==> config.mk <==
export PLATFORM = sky130hd
export DESIGN_NAME = game_mmio_ctrl
export DESIGN_NICKNAME = d
export VERILOG_FILES = /design/src/rtl/game_mmio_pkg.sv /design/src/rtl/game_mmio_ctrl_timer.sv /design/src/rtl/game_mmio_ctrl.sv
export SDC_FILE = /design/constraint.sdc
export NUM_CORES = 1
export LEC_CHECK = 0
export ABC_AREA = 1
export CAP_MARGIN = 20
export CORE_ASPECT_RATIO = 0.7
export CORE_MARGIN = 8
export CORE_UTILIZATION = 35
export CTS_CLUSTER_SIZE = 12
export DETAILED_ROUTE_END_ITERATION = 10
export GPL_TIMING_DRIVEN = 0
export SETUP_SLACK_MARGIN = 0.4
export SLEW_MARGIN = 20
export SYNTH_ARGS = -nofsm -noshare
export SYNTH_HDL_FRONTEND = slang
export SYNTH_SLANG_ARGS = --single-unit
export TNS_END_PERCENT = 20
==> constraint.sdc <==
create_clock -name clock -period 11.96 [get_ports clock]
set_input_delay 2.392 -clock clock [delete_from_list [all_inputs] [get_ports clock]]
set_output_delay 2.392 -clock clock [all_outputs]
set_load 0.005 [all_outputs]
==> src/rtl/game_mmio_pkg.sv <==
// Shared constants, direction codes and timer state for the game-object MMIO controller.
package game_mmio_pkg;

    localparam int DMEM_LIMIT   = 4096;
    localparam int INPUT_BASE   = 4100;
    localparam int PLAYER_BASE  = 4200;
    localparam int POWERUP_BASE = 4300;
    localparam logic [31:0] DESPAWN = 32'hFFFF_FFFF;

    localparam logic [3:0] DIR_NONE  = 4'd0;
    localparam logic [3:0] DIR_UP    = 4'd1;
    localparam logic [3:0] DIR_RIGHT = 4'd2;
    localparam logic [3:0] DIR_DOWN  = 4'd3;
    localparam logic [3:0] DIR_LEFT  = 4'd4;

    typedef enum logic {T_IDLE, T_ACTIVE} tmr_state_t;

    // {left,down,right,up}; chords and no-press both read as DIR_NONE
    function automatic logic [3:0] dir_code(input logic [3:0] d);
        case (d)
            4'b0001: dir_code = DIR_UP;
            4'b0010: dir_code = DIR_RIGHT;
            4'b0100: dir_code = DIR_DOWN;
            4'b1000: dir_code = DIR_LEFT;
            default: dir_code = DIR_NONE;
        endcase
    endfunction

endpackage

==> src/rtl/game_mmio_ctrl_timer.sv <==
// Per-player power-up duration timer: prescaler ticks drive a stage counter,
// power_id clears on the edge the last stage completes.
module powerup_timer
    import game_mmio_pkg::*;
#(
    parameter int TICK_CYCLES = 100000000,
    parameter int STAGES      = 7
) (
    input  logic       clock,
    input  logic       reset,
    input  logic       start,
    input  logic [3:0] id,
    output logic [3:0] power_id
);

    localparam logic [31:0] TICK_LAST  = 32'(TICK_CYCLES - 1);
    localparam logic [31:0] STAGE_LAST = 32'(STAGES - 1);

    tmr_state_t  state, state_n;
    logic [31:0] presc, presc_n;
    logic [31:0] stage, stage_n;
    logic [3:0]  pid_n;

    always_ff @(negedge clock or posedge reset) begin
        if (reset) begin
            state    <= T_IDLE;
            presc    <= '0;
            stage    <= '0;
            power_id <= '0;
        end else begin
            state    <= state_n;
            presc    <= presc_n;
            stage    <= stage_n;
            power_id <= pid_n;
        end
    end

    always_comb begin
        state_n = state;
        presc_n = presc;
        stage_n = stage;
        pid_n   = power_id;
        if (start) begin
            // a new hit always restarts, even mid-duration
            state_n = T_ACTIVE;
            presc_n = '0;
            stage_n = '0;
            pid_n   = id;
        end else if (state == T_ACTIVE) begin
            if (presc == TICK_LAST) begin
                presc_n = '0;
                if (stage == STAGE_LAST) begin
                    state_n = T_IDLE;
                    stage_n = '0;
                    pid_n   = '0;
                end else begin
                    stage_n = stage + 32'd1;
                end
            end else begin
                presc_n = presc + 32'd1;
            end
        end
    end

endmodule

==> src/rtl/game_mmio_ctrl.sv <==
// Game-object MMIO block: address decode, player/power-up coordinate registers,
// load-path mux and a one-pair-per-cycle collision scanner feeding per-player timers.
module game_mmio_ctrl
    import game_mmio_pkg::*;
#(
    parameter int NUM_PLAYERS  = 2,
    parameter int NUM_POWERUPS = 1,
    parameter int OBJ_W        = 32,
    parameter int OBJ_H        = 32,
    parameter int TICK_CYCLES  = 100000000,
    parameter int STAGES       = 7,
    parameter int PX0          = 240,
    parameter int PY0          = 240,
    parameter int PSTEP        = -140,
    parameter int UX0          = 300,
    parameter int UY0          = 300,
    parameter int USTEP        = 64
) (
    input  logic                      clock,
    input  logic                      reset,
    input  logic [16:0]               address_dmem,
    input  logic [31:0]               data,
    input  logic                      wren,
    input  logic [31:0]               q_dmem,
    input  logic [4*NUM_PLAYERS-1:0]  dir_in,
    output logic [31:0]               proc_data_in,
    output logic                      dmem_wren,
    output logic [32*NUM_PLAYERS-1:0] player_x,
    output logic [32*NUM_PLAYERS-1:0] player_y,
    output logic [32*NUM_POWERUPS-1:0] powerup_x,
    output logic [32*NUM_POWERUPS-1:0] powerup_y,
    output logic [4*NUM_PLAYERS-1:0]  power_id
);

    localparam int NP = NUM_PLAYERS;
    localparam int NU = NUM_POWERUPS;
    localparam int PW = (NP > 1) ? $clog2(NP) : 1;
    localparam int UW = (NU > 1) ? $clog2(NU) : 1;

    logic [NP-1:0][31:0] px_q, py_q;
    logic [NU-1:0][31:0] ux_q, uy_q;
    logic [NP-1:0]       px_we, py_we, start_v;
    logic [NU-1:0]       ux_we, uy_we;
    logic [31:0]         rd_val, rd_q;
    logic                sel_dmem_q;
    logic [PW-1:0]       sp;
    logic [UW-1:0]       su;
    logic [32:0]         pxe, pye, uxe, uye;
    logic                hit;
    logic [3:0]          start_id;
    int                  addr_i;

    assign addr_i    = int'({15'd0, address_dmem});
    assign dmem_wren = wren && (addr_i < DMEM_LIMIT);
    assign player_x  = px_q;
    assign player_y  = py_q;
    assign powerup_x = ux_q;
    assign powerup_y = uy_q;

    always_comb begin
        rd_val = '0;
        px_we  = '0;
        py_we  = '0;
        ux_we  = '0;
        uy_we  = '0;
        for (int p = 0; p < NP; p++) begin
            if (addr_i == INPUT_BASE + p)
                rd_val = {28'd0, dir_code(dir_in[4*p +: 4])};
            if (addr_i == PLAYER_BASE + 3*p) begin
                rd_val   = px_q[p];
                px_we[p] = wren;
            end
            if (addr_i == PLAYER_BASE + 3*p + 1) begin
                rd_val   = py_q[p];
                py_we[p] = wren;
            end
            if (addr_i == PLAYER_BASE + 3*p + 2)
                rd_val = {28'd0, power_id[4*p +: 4]};
        end
        for (int u = 0; u < NU; u++) begin
            if (addr_i == POWERUP_BASE + 2*u) begin
                rd_val   = ux_q[u];
                ux_we[u] = wren;
            end
            if (addr_i == POWERUP_BASE + 2*u + 1) begin
                rd_val   = uy_q[u];
                uy_we[u] = wren;
            end
        end
    end

    // dmem already registers its read, so only its select is delayed here
    always_ff @(negedge clock or posedge reset) begin
        if (reset) begin
            rd_q       <= '0;
            sel_dmem_q <= 1'b0;
        end else begin
            rd_q       <= rd_val;
            sel_dmem_q <= (addr_i < DMEM_LIMIT);
        end
    end

    assign proc_data_in = sel_dmem_q ? q_dmem : rd_q;

    // 33-bit compare so despawned (all-ones) objects cannot wrap into a hit
    assign pxe = {1'b0, px_q[sp]};
    assign pye = {1'b0, py_q[sp]};
    assign uxe = {1'b0, ux_q[su]};
    assign uye = {1'b0, uy_q[su]};
    assign hit = (pxe + 33'(OBJ_W) >= uxe) && (pxe <= uxe + 33'(OBJ_W)) &&
                 (pye + 33'(OBJ_H) >= uye) && (pye <= uye + 33'(OBJ_H));

    always_ff @(negedge clock or posedge reset) begin
        if (reset) begin
            sp <= '0;
            su <= '0;
        end else if (su == UW'(NU - 1)) begin
            su <= '0;
            sp <= (sp == PW'(NP - 1)) ? '0 : sp + PW'(1);
        end else begin
            su <= su + UW'(1);
        end
    end

    always_ff @(negedge clock or posedge reset) begin
        if (reset) begin
            for (int p = 0; p < NP; p++) begin
                px_q[p] <= 32'(PX0 + p*PSTEP);
                py_q[p] <= 32'(PY0 + p*PSTEP);
            end
            for (int u = 0; u < NU; u++) begin
                ux_q[u] <= 32'(UX0 + u*USTEP);
                uy_q[u] <= 32'(UY0);
            end
        end else begin
            for (int p = 0; p < NP; p++) begin
                if (px_we[p]) px_q[p] <= data;
                if (py_we[p]) py_q[p] <= data;
            end
            // a CPU store in the despawn cycle respawns that coordinate
            for (int u = 0; u < NU; u++) begin
                if (ux_we[u])                     ux_q[u] <= data;
                else if (hit && su == UW'(u))     ux_q[u] <= DESPAWN;
                if (uy_we[u])                     uy_q[u] <= data;
                else if (hit && su == UW'(u))     uy_q[u] <= DESPAWN;
            end
        end
    end

    always_comb begin
        start_v = '0;
        for (int p = 0; p < NP; p++)
            start_v[p] = hit && (sp == PW'(p));
    end

    assign start_id = 4'(su) + 4'd1;

    for (genvar g = 0; g < NP; g++) begin : gen_tmr
        powerup_timer #(
            .TICK_CYCLES(TICK_CYCLES),
            .STAGES     (STAGES)
        ) u_tmr (
            .clock   (clock),
            .reset   (reset),
            .start   (start_v[g]),
            .id      (start_id),
            .power_id(power_id[4*g +: 4])
        );
    end

endmodule

=== Word-level counts from Yosys, hierarchy flattened ===
Cells that the tools add are included.
W data, S select, Z words.

* Order comparisons: 7
* Muxes and demuxes: 60
* $add $sub $neg: 11
* Shift-type cells: 0
* Multiply operators: 0
* Reduce and logical (&&, ||, !) cells: 19
* Bitwise gates (word level): 2
* Eq/ne operators: 22
* Divide/modulo/power cells: 0

{| class="wikitable"
|+ Operator list
! kind !! number
|-
| $mux W32 || 33
|-
| $eq A17 B14 Y1 const B || 10
|-
| $add A32 B6 Y33 const B || 4
|-
| $add A32 B1 Y32 const B || 4
|-
| $ge A33 B32 Y1 || 2
|-
| $le A32 B33 Y1 || 2
|-
| $eq A32 B27 Y1 const B || 2
|-
| $eq A32 B3 Y1 const B || 2
|-
| $mux W4 || 9
|-
| $pmux W3 S4 || 2
|-
| $lt A17 B13 Y1 const B || 1
|-
| $mux W1 || 16
|-
| $reduce_bool A2 Y1 || 8
|-
| $eq A4 B1 Y1 const B || 2
|-
| $eq A4 B2 Y1 const B || 2
|-
| $eq A4 B3 Y1 const B || 2
|-
| $eq A4 B4 Y1 const B || 2
|-
| $logic_and A1 B1 Y1 || 7
|-
| $reduce_and A3 Y1 || 2
|-
| $reduce_and A2 Y1 || 2
|-
| $add A1 B1 Y1 const B || 2
|-
| $add A1 B1 Y2 const B || 1
|-
| $lt A1 B2 Y1 const B || 1
|-
| $not A1 Y1 || 2
|-
| $lt A1 B1 Y1 const B || 1
|}

* Memory bits (writable): 0
* Logic and storage cells: 139
* Latch bits: 0
* Flip-flop bits (word level): 365
* Memory bits (read-only): 0
* Memories: 0

=== Depth between registers and ports, before layout ===
Gate-level depths: netlist of run 1.

* Word-level depth: 12
* Mapped depth: 33
* Mapped depth without buffers: 31

=== Cells and area by module ===
From an unflattened synthesis of run 1, not the netlist that was laid out.

* Cell total of the unflattened synthesis: 3895
* Area total of the unflattened synthesis: 26445.4 sq um

{| class="wikitable"
|+ Modules (own cells, without submodules)
! module !! sequential area each (sq um) !! cells an instance !! area each (sq um) !! instances
|-
| game_mmio_ctrl || 5683.0 || 2377 || 16938.7 || 1
|-
| powerup_timer || 1726.7 || 759 || 4753.3 || 2
|}

==> metrics.csv, run 1 <==
stage,metric,value,unit
status,status,completed,
synth,synth-edff-count,0,
power,power_frac_comb,3.9,%
route,routedWlPerCell,21.6,µm
synth,yosys.cell_types.count,54,
route,drtIter0Drc,2770,
critical_path,slowest_delay,0.64,ns
synth,synthCells,3458,
synth,yosys.area.top_type,dfrtn_1,
clock_tree,ctsHtreeMaxLevel,2,
timing,tns,0,ns
critical_path,crit_slowest_cell,nor4_1,
route,vias_per_cell,5.28,
clock_tree,worstSkewPairLatency,0.64,ns
layout,num-nets-final,4078,
critical_path,critPathTopFamily,simple AND/OR/NAND/NOR gates,
synth,synth_async_sr_flop_share,100,%
clock_tree,cts_root_buf,clkbuf_16,
route,antenna_left,0,
critical_path,critPathRequiredTime,6.38,ns
layout,fin_util,43.8,%
synth,synth_area,24900,µm²
run,max-cap-violations,0,
timing,worst_pin_slew,0.878,ns
clock_tree,numCtsBuffers,43,
timing,finClkSkew,0.0988,ns
synth,avgSynthCellArea,7.21,µm²
place,dpl_cell_area,29600,µm²
global_route,grt_pass1_vias,23900,
clock_tree,cts.sinks,358,
min_path,min_path_type,register to register,
floorplanning,die-area,80200,µm²
critical_path,crit_fanout,10,
synth,seq_area_frac_synth,36.0,%
synth,synthTopCellsByCount,"763 x nand2_1, 446 x inv_1, 356 x nor2_1, 336 x dfrtn_1, 250 x o21ai_0",
timing,drv_slew,0,
route,drc,0,
synth,synthTopCellsByArea,"dfrtn_1 34%, nand2_1 11%, inv_1 6.7%, ha_1 6.4%, nor2_1 5.4%",
clock_tree,cts_tree,done,
global_route,grt.total_usage,25.4,%
global_route,antenna_found_initial,1,
critical_path,critPathBufInv,4,
power,p_sw,664,µW
power,swShare,24.5,%
critical_path,path_cells,clkdlybuf4s50_1 -> inv_1 -> nor4_1 -> nand3_1 -> nand2_1 -> clkbuf_1 -> clkbuf_1 -> a21oi_1 -> a21oi_1 -> a21oi_1,
critical_path,crit_top_cell,a21oi_1,
clock_tree,ctsHoldBuffers,0,
layout,syn_to_final_growth,24.7,%
place,hpwl,85800,µm
clock_tree,cts_resized,0,
timing,rsz0062_at_grt,false,
timing,hold_viol,0,
power,power.leakage,15.0,nW
global_route,grt_max_degree,34,
clock_tree,cts_setup_buffers,0,
global_route,grt-ovfl-total,0,
layout,nFillCells,7348,
floorplanning,rows,82,
route,met2_length,41200,µm
synth,synth_flop_cell,dfrtn_1,
floorplanning,design.core.area,71100,µm²
clock_tree,clk_path_buf_depth,3,
synth,synth_most_common_cell,nand2_1,
place,port-buffer-count,317,
critical_path,arrival,5.65,ns
place,dpl.cell_count,4758,
timing,max_slew_margin,41.2,%
clock_tree,clk_pin_slew,0.05,ns
layout,fin_area,31100,µm²
route,wl_met1,47700,µm
timing,finalSetupViolCount,0,
synth,synth-seq-cells,358,
route,firstDrtPassIters,6,
route,dr.max_layer_used,met5,
critical_path,crit_type,input port to register,
route,num_vias,25700,
global_route,grt_first_pass_wirelength,155000,µm
synth,yosysTopAreaCellShare,33.7,%
route,dr_wl_met3,12800,µm
floorplanning,die_x,335,µm
synth,yosysWarningCount,0,
power,vdd_drop_max,0.0892,mV
floorplanning,pin_count,325,
floorplanning,start_util,35.1,%
critical_path,cp-end-kind,register,
power,finalPower,2.71,mW
power,seq_power_share,44.9,%
power,power_density,87.2,nW/µm²
floorplanning,die_h,239,µm
power,internal_power,2.05,mW
power,pwr-share-clk,51.1,%
critical_path,start_kind,input port,
layout,instances_no_fill,4860,
route,wl,105000,µm
layout,layout-drive-gt1-share,5.58,%
place,globalplace.congestion,0.984,
-- sequential cells by signal, indices dropped and copies added, names as in the netlist --
name                    count
gen_tmr.u_tmr.presc        64
gen_tmr.u_tmr.stage        64
player_x                   64
player_y                   64
powerup_x                  32
powerup_y                  32
rd_q                       32
gen_tmr.u_tmr.power_id      2
gen_tmr.u_tmr.state         2
sel_dmem_q                  1
sp                          1
-- per-stage QoR --
| step | hold WS (ns) | setup slack, ns |
|---|---|---|
| after floorplan | 0.458 | -1.01 |
| after global placement | 0.454 | -3.80 |
| after detailed placement | 0.460 | 0.303 |
| after CTS | 0.461 | 0.667 |
| after global routing | 0.491 | 0.581 |
| final | 0.462 | 0.735 |
-- worst min-delay path: stages (launching register included) --
cell and delay, ns:
dfrtn_1 0.43, nand2_1 0.05, o21ai_0 0.06
-- final cells by class --
type | count | area [µm²] | area share (%)
repair buffers | 329 | 3420 | 11.0
plain buffers | 139 | 688 | 2.21
diodes | 2 | 5.00 | 0.0161
flip-flops and latches | 358 | 8990 | 28.9
clock buffers | 58 | 1200 | 3.87
clock inverters | 43 | 303 | 0.973
well taps | 966 | 1210 | 3.89
multi-input cells | 2516 | 13600 | 43.7
inverters | 449 | 1690 | 5.44
-- logic make-up after synthesis --
kind of cell,Yosys count,share of synthesized area [%]
DFF,358,36.0
and+or+nand+nor,1533,26.6
adders and majority gates,128,6.42
xor gates and xnor gates,171,6.00
other,1,0.0150
buffers and inverters,589,9.54
muxes,33,1.48
AOI/OAI and AO/OA,645,13.9
-- layer usage --
metal / vias up / GRT usage [%]
li1: 12200 / -
met1: 12200 / 36.8
met2: 1122 / 34.8
met3: 137 / 9.36
met4: 2 / 7.50
met5: - / 0
-- layout by cell type, fill, tap and decap left out, types with 6 or more instances in the layout --
cell type        instances
a21o_1                   7
a21oi_1                233
a22oi_1                 29
buf_1                    8
buf_12                  11
buf_2                   25
buf_4                   20
buf_6                    8
clkbuf_1                88
clkbuf_16               45
clkdlybuf4s50_1        317
clkinv_2                 8
conb_1                   6
dfrtn_1                336
dfstp_2                 22
ha_1                   128
inv_1                  467
mux2_2                  32
nand2_1                763
nand3_1                110
nand3b_1                 8
nand4_1                128
nor2_1                 356
nor3_1                  75
nor4_1                  61
o211ai_1                30
o21a_1                   7
o21ai_0                250
o21ai_1                 70
or2_2                    6
xnor2_1                 19
xor2_1                 152
-- path summary, 6_finish.rpt --
check | start | to | slack [ns] | cells after the start
worst max-delay path | address_dmem[6] | rd_q[15]$_DFF_NP0_ | 0.74 | 10
worst min-delay path | player_x[36]$_DFFE_NP0P_ | player_x[36]$_DFFE_NP0P_ | 0.46 | 2
worst max register to register | sp$_DFF_NP0_ | gen_tmr[0].u_tmr.stage[15]$_DFFE_NP0P_ | 6.40 | 25
worst min register to register | player_x[36]$_DFFE_NP0P_ | player_x[36]$_DFFE_NP0P_ | 0.46 | 2
max in group asynchronous | reset | rd_q[21]$_DFF_NP0_ | 2.03 | 8
min in group asynchronous | reset | gen_tmr[1].u_tmr.presc[10]$_DFFE_NP0P_ | 8.16 | 2
-- power by group through the flow --
stage / Sequential, mW / Combinational (mW) / Clock (mW)
after floorplan: 1.24 / 0.0352 / 0.0118
after global placement: 1.24 / 0.0953 / 0.0118
after detailed placement: 1.24 / 0.106 / 0.0118
after CTS: 1.22 / 0.106 / 1.41
after global routing: 1.22 / 0.115 / 1.46
final: 1.22 / 0.107 / 1.39
No activity file was read; power rests on OpenSTA's default activity.
==> run 2: changes to the inputs <==
--- a/config.mk
+++ b/config.mk
@@ -6,9 +6,6 @@
 export NUM_CORES = 1
 export LEC_CHECK = 0
 export ABC_AREA = 1
-export CAP_MARGIN = 20
-export CORE_ASPECT_RATIO = 0.7
-export CORE_MARGIN = 8
 export CORE_UTILIZATION = 35
 export CTS_CLUSTER_SIZE = 12
 export DETAILED_ROUTE_END_ITERATION = 10
==> metrics.csv, run 2 (synthesis results as in run 1) <==
stage,metric,value,unit,change
route,dr.max_layer_used,met4,,
layout,instances_no_fill,4835,,-0.51%
route,vias_per_cell,5.24,,-0.71%
layout,layout-drive-gt1-share,5.68,%,+0.10 points
timing,worst_pin_slew,0.928,ns,+0.0493 ns
place,dpl.cell_count,4733,,-0.53%
critical_path,crit_type,input port to register,,
clock_tree,ctsHoldBuffers,0,,unchanged
route,drc,0,,unchanged
timing,max_slew_margin,38.2,%,-3.1 points
place,dpl_cell_area,29600,µm²,about the same
clock_tree,clk_path_buf_depth,3,,unchanged
critical_path,crit_top_cell,nand2_1,,
place,dp_slack,-0.149,ns,-0.452 ns
power,swShare,23.3,%,-1.2 points
floorplanning,design.core.area,70300,µm²,-1.2%
layout,syn_to_final_growth,25.1,%,
power,seq_power_share,43.9,%,-1.0 points
clock_tree,cts_tree,done,,
route,routedWlPerCell,19.9,µm,-7.8%
route,wl,96200,µm,-8.3%
global_route,grt_pass1_vias,24300,,+1.6%
place,globalplace.congestion,0.982,,-0.17%
route,drtIter0Drc,2157,,-22%
global_route,antenna_found_initial,0,,-1
layout,multi_input_area,13600,µm²,about the same
layout,mostFrequentLayoutCell,nand2_1,,
critical_path,r2r-end,gen_tmr[0].u_tmr.stage[21]$_DFFE_NP0P_,,
floorplanning,die_h,269,µm,+12%
power,vdd_drop_max,0.0778,mV,-13%
floorplanning,die-area,72400,µm²,-9.8%
critical_path,r2r_setup_slack,6.14,ns,-0.26 ns
timing,worst_slack,0.442,ns,-0.293 ns
layout,fin_util,44.4,%,+0.67 points
critical_path,arrival,5.92,ns,+0.27 ns
clock_tree,numCtsBuffers,44,,+2.3%
route,num_vias,25300,,-1.2%
clock_tree,worstSkewPairLatency,0.64,ns,about the same
power,power_density,88.9,nW/µm²,+1.9%
timing,finClkSkew,0.0843,ns,-0.0145 ns
critical_path,start_kind,input port,,
critical_path,crit_slowest_cell,clkbuf_1,,
min_path,hold_depth,2,,unchanged
run,max-cap-violations,0,,unchanged
layout,nFillCells,7172,,-2.4%
floorplanning,start_util,35.5,%,+0.41 points
critical_path,critPathRequiredTime,6.36,ns,-0.02 ns
route,antenna_left,0,,unchanged
power,internal_power,2.13,mW,+3.9%
critical_path,cp-end-kind,register,,
power,pwr-share-clk,52.6,%,+1.5 points
critical_path,path_cells,clkdlybuf4s50_1 -> or2_2 -> inv_1 -> nand3b_1 -> nor2_1 -> nand2_1 -> inv_1 -> buf_2 -> nand2_1 -> clkbuf_1 -> nand2_1 -> o21ai_0,,
timing,drv_slew,0,,unchanged
min_path,hp-start,player_y[63]$_DFFE_NP0P_,,
global_route,grt_first_pass_wirelength,146000,µm,-6.0%
layout,seqCellArea,8990,µm²,unchanged
clock_tree,cts.sinks,358,,unchanged
global_route,grt.total_usage,26.5,%,+1.0 points
timing,tns,0,ns,unchanged
route,wl_met1,40300,µm,-16%
critical_path,r2r_start,powerup_y[5]$_DFFE_NP1P_,,
clock_tree,cts_root_buf,clkbuf_16,,
critical_path,slowest_delay,0.54,ns,-0.10 ns
floorplanning,die_x,269,µm,-20%
power,power_frac_comb,3.5,%,-0.4 points
global_route,grt-ovfl-total,0,,unchanged
min_path,min_path_type,register to register,,
route,met2_length,46200,µm,+12%
floorplanning,pin_count,325,,unchanged
critical_path,crit_fanout,10,,unchanged
clock_tree,clk_pin_slew,0.04,ns,about the same
global_route,grt_max_degree,35,,+2.9%
timing,finalSetupViolCount,0,,unchanged
timing,rsz0062_at_grt,true,,
power,p_sw,647,µW,-2.7%
power,finalPower,2.77,mW,+2.3%
layout,layout_common_cells,"762 x nand2_1, 466 x inv_1, 356 x nor2_1",,
layout,num-nets-final,4080,,+0.049%
layout,fin_area,31200,µm²,+0.35%
min_path,hold_end,player_y[63]$_DFFE_NP0P_,,
clock_tree,ctsHtreeMaxLevel,2,,unchanged
route,firstDrtPassIters,5,,-1
timing,holdWs,0.479,ns,+0.0173 ns
route,dr_wl_met3,6030,µm,-53%
timing,hold_viol,0,,unchanged
power,power.leakage,15.1,nW,+0.56%
floorplanning,rows,97,,+18%
place,port-buffer-count,317,,unchanged
place,hpwl,76800,µm,-10%
critical_path,r2r_cells,26,,+4.0%
status,status,completed,,
## run 2: changes by cell type in the layout (fill, tap and decap cells not counted), moves of 2 or more
cell | previous run | this run
clkbuf_8 | 3 | 6
clkbuf_1 | 88 | 86
clkinvlp_2 | 2 | 0
clkinv_2 | 8 | 5
clkinv_1 | 1 | 3
buf_16 | 1 | 3
clkbuf_16 | 45 | 49
clkinvlp_4 | 4 | 2
## run 2: critical path, delay by kind of cell
family          cells  cell delay, ns
compound gates      1            0.09
simple gates        6            1.92
buf+inv             5            1.50
## run 2: area by class of cell
class,count,area share (%)
multi-input combinational,2516,43.6
sequential,358,28.8
timing repair buffer,330,11.1
inverter,449,5.42
clock buffer,63,4.29
tap,940,3.77
buffer,139,2.20
clock inverter,39,0.886
antenna,1,0.00802
## run 2: worst max-delay path by stage
| stage | cells past startpoint | end | from |
|---|---|---|---|
| 6_report | 12 | player_y[32]$_DFFE_NP0P_ | address_dmem[13] |
| 5_1_grt | 11 | player_y[3]$_DFFE_NP0P_ | address_dmem[13] |
| 4_1_cts | 4 | proc_data_in[25] | sel_dmem_q$_DFF_NP0_ |
| 3_5_place_dp | 14 | player_x[35]$_DFFE_NP0P_ | address_dmem[13] |
| 3_3_place_gp | 2 | player_y[41]$_DFFE_NP0P_ | reset |
| 2_1_floorplan | 1 | gen_tmr[0].u_tmr.power_id[0]$_DFFE_NP0P_ | reset |
## run 2: power by group through the flow
stage          Combinational (mW)  Clock (mW)  Sequential (mW)
6_report                   0.0972        1.46             1.22
5_1_grt                     0.107        1.53             1.22
4_1_cts                    0.0989        1.48             1.22
3_5_place_dp               0.0985      0.0118             1.24
3_3_place_gp               0.0863      0.0118             1.24
2_1_floorplan              0.0352      0.0118             1.24
## run 2: repair_timing
| action | CTS | global route |
|---|---|---|
| endpoints found under the hold margin | 0 | 0 |
| buffers inserted | 0 | 0 |
| gates resized for setup | 0 | 1 |
| endpoints found under the setup margin | 0 | 39 |
## run 2: routing by layer
| metal | track usage (%) | up-vias |
|---|---|---|
| met5 | 0 | - |
| met4 | 9.81 | 0 |
| met3 | 3.01 | 203 |
| met2 | 45.4 | 893 |
| met1 | 34.0 | 12000 |
| li1 | - | 12200 |
==> run 3: changes to the inputs <==
--- a/config.mk
+++ b/config.mk
@@ -6,11 +6,13 @@
 export NUM_CORES = 1
 export LEC_CHECK = 0
 export ABC_AREA = 1
+export CAP_MARGIN = 10
 export CORE_UTILIZATION = 35
 export CTS_CLUSTER_SIZE = 12
 export DETAILED_ROUTE_END_ITERATION = 10
 export GPL_TIMING_DRIVEN = 0
 export SETUP_SLACK_MARGIN = 0.4
+export SKIP_LAST_GASP = 1
 export SLEW_MARGIN = 20
 export SYNTH_ARGS = -nofsm -noshare
 export SYNTH_HDL_FRONTEND = slang
==> results of run 3 <==
The final DEF is identical to that of run 2; final timing and power are the same.
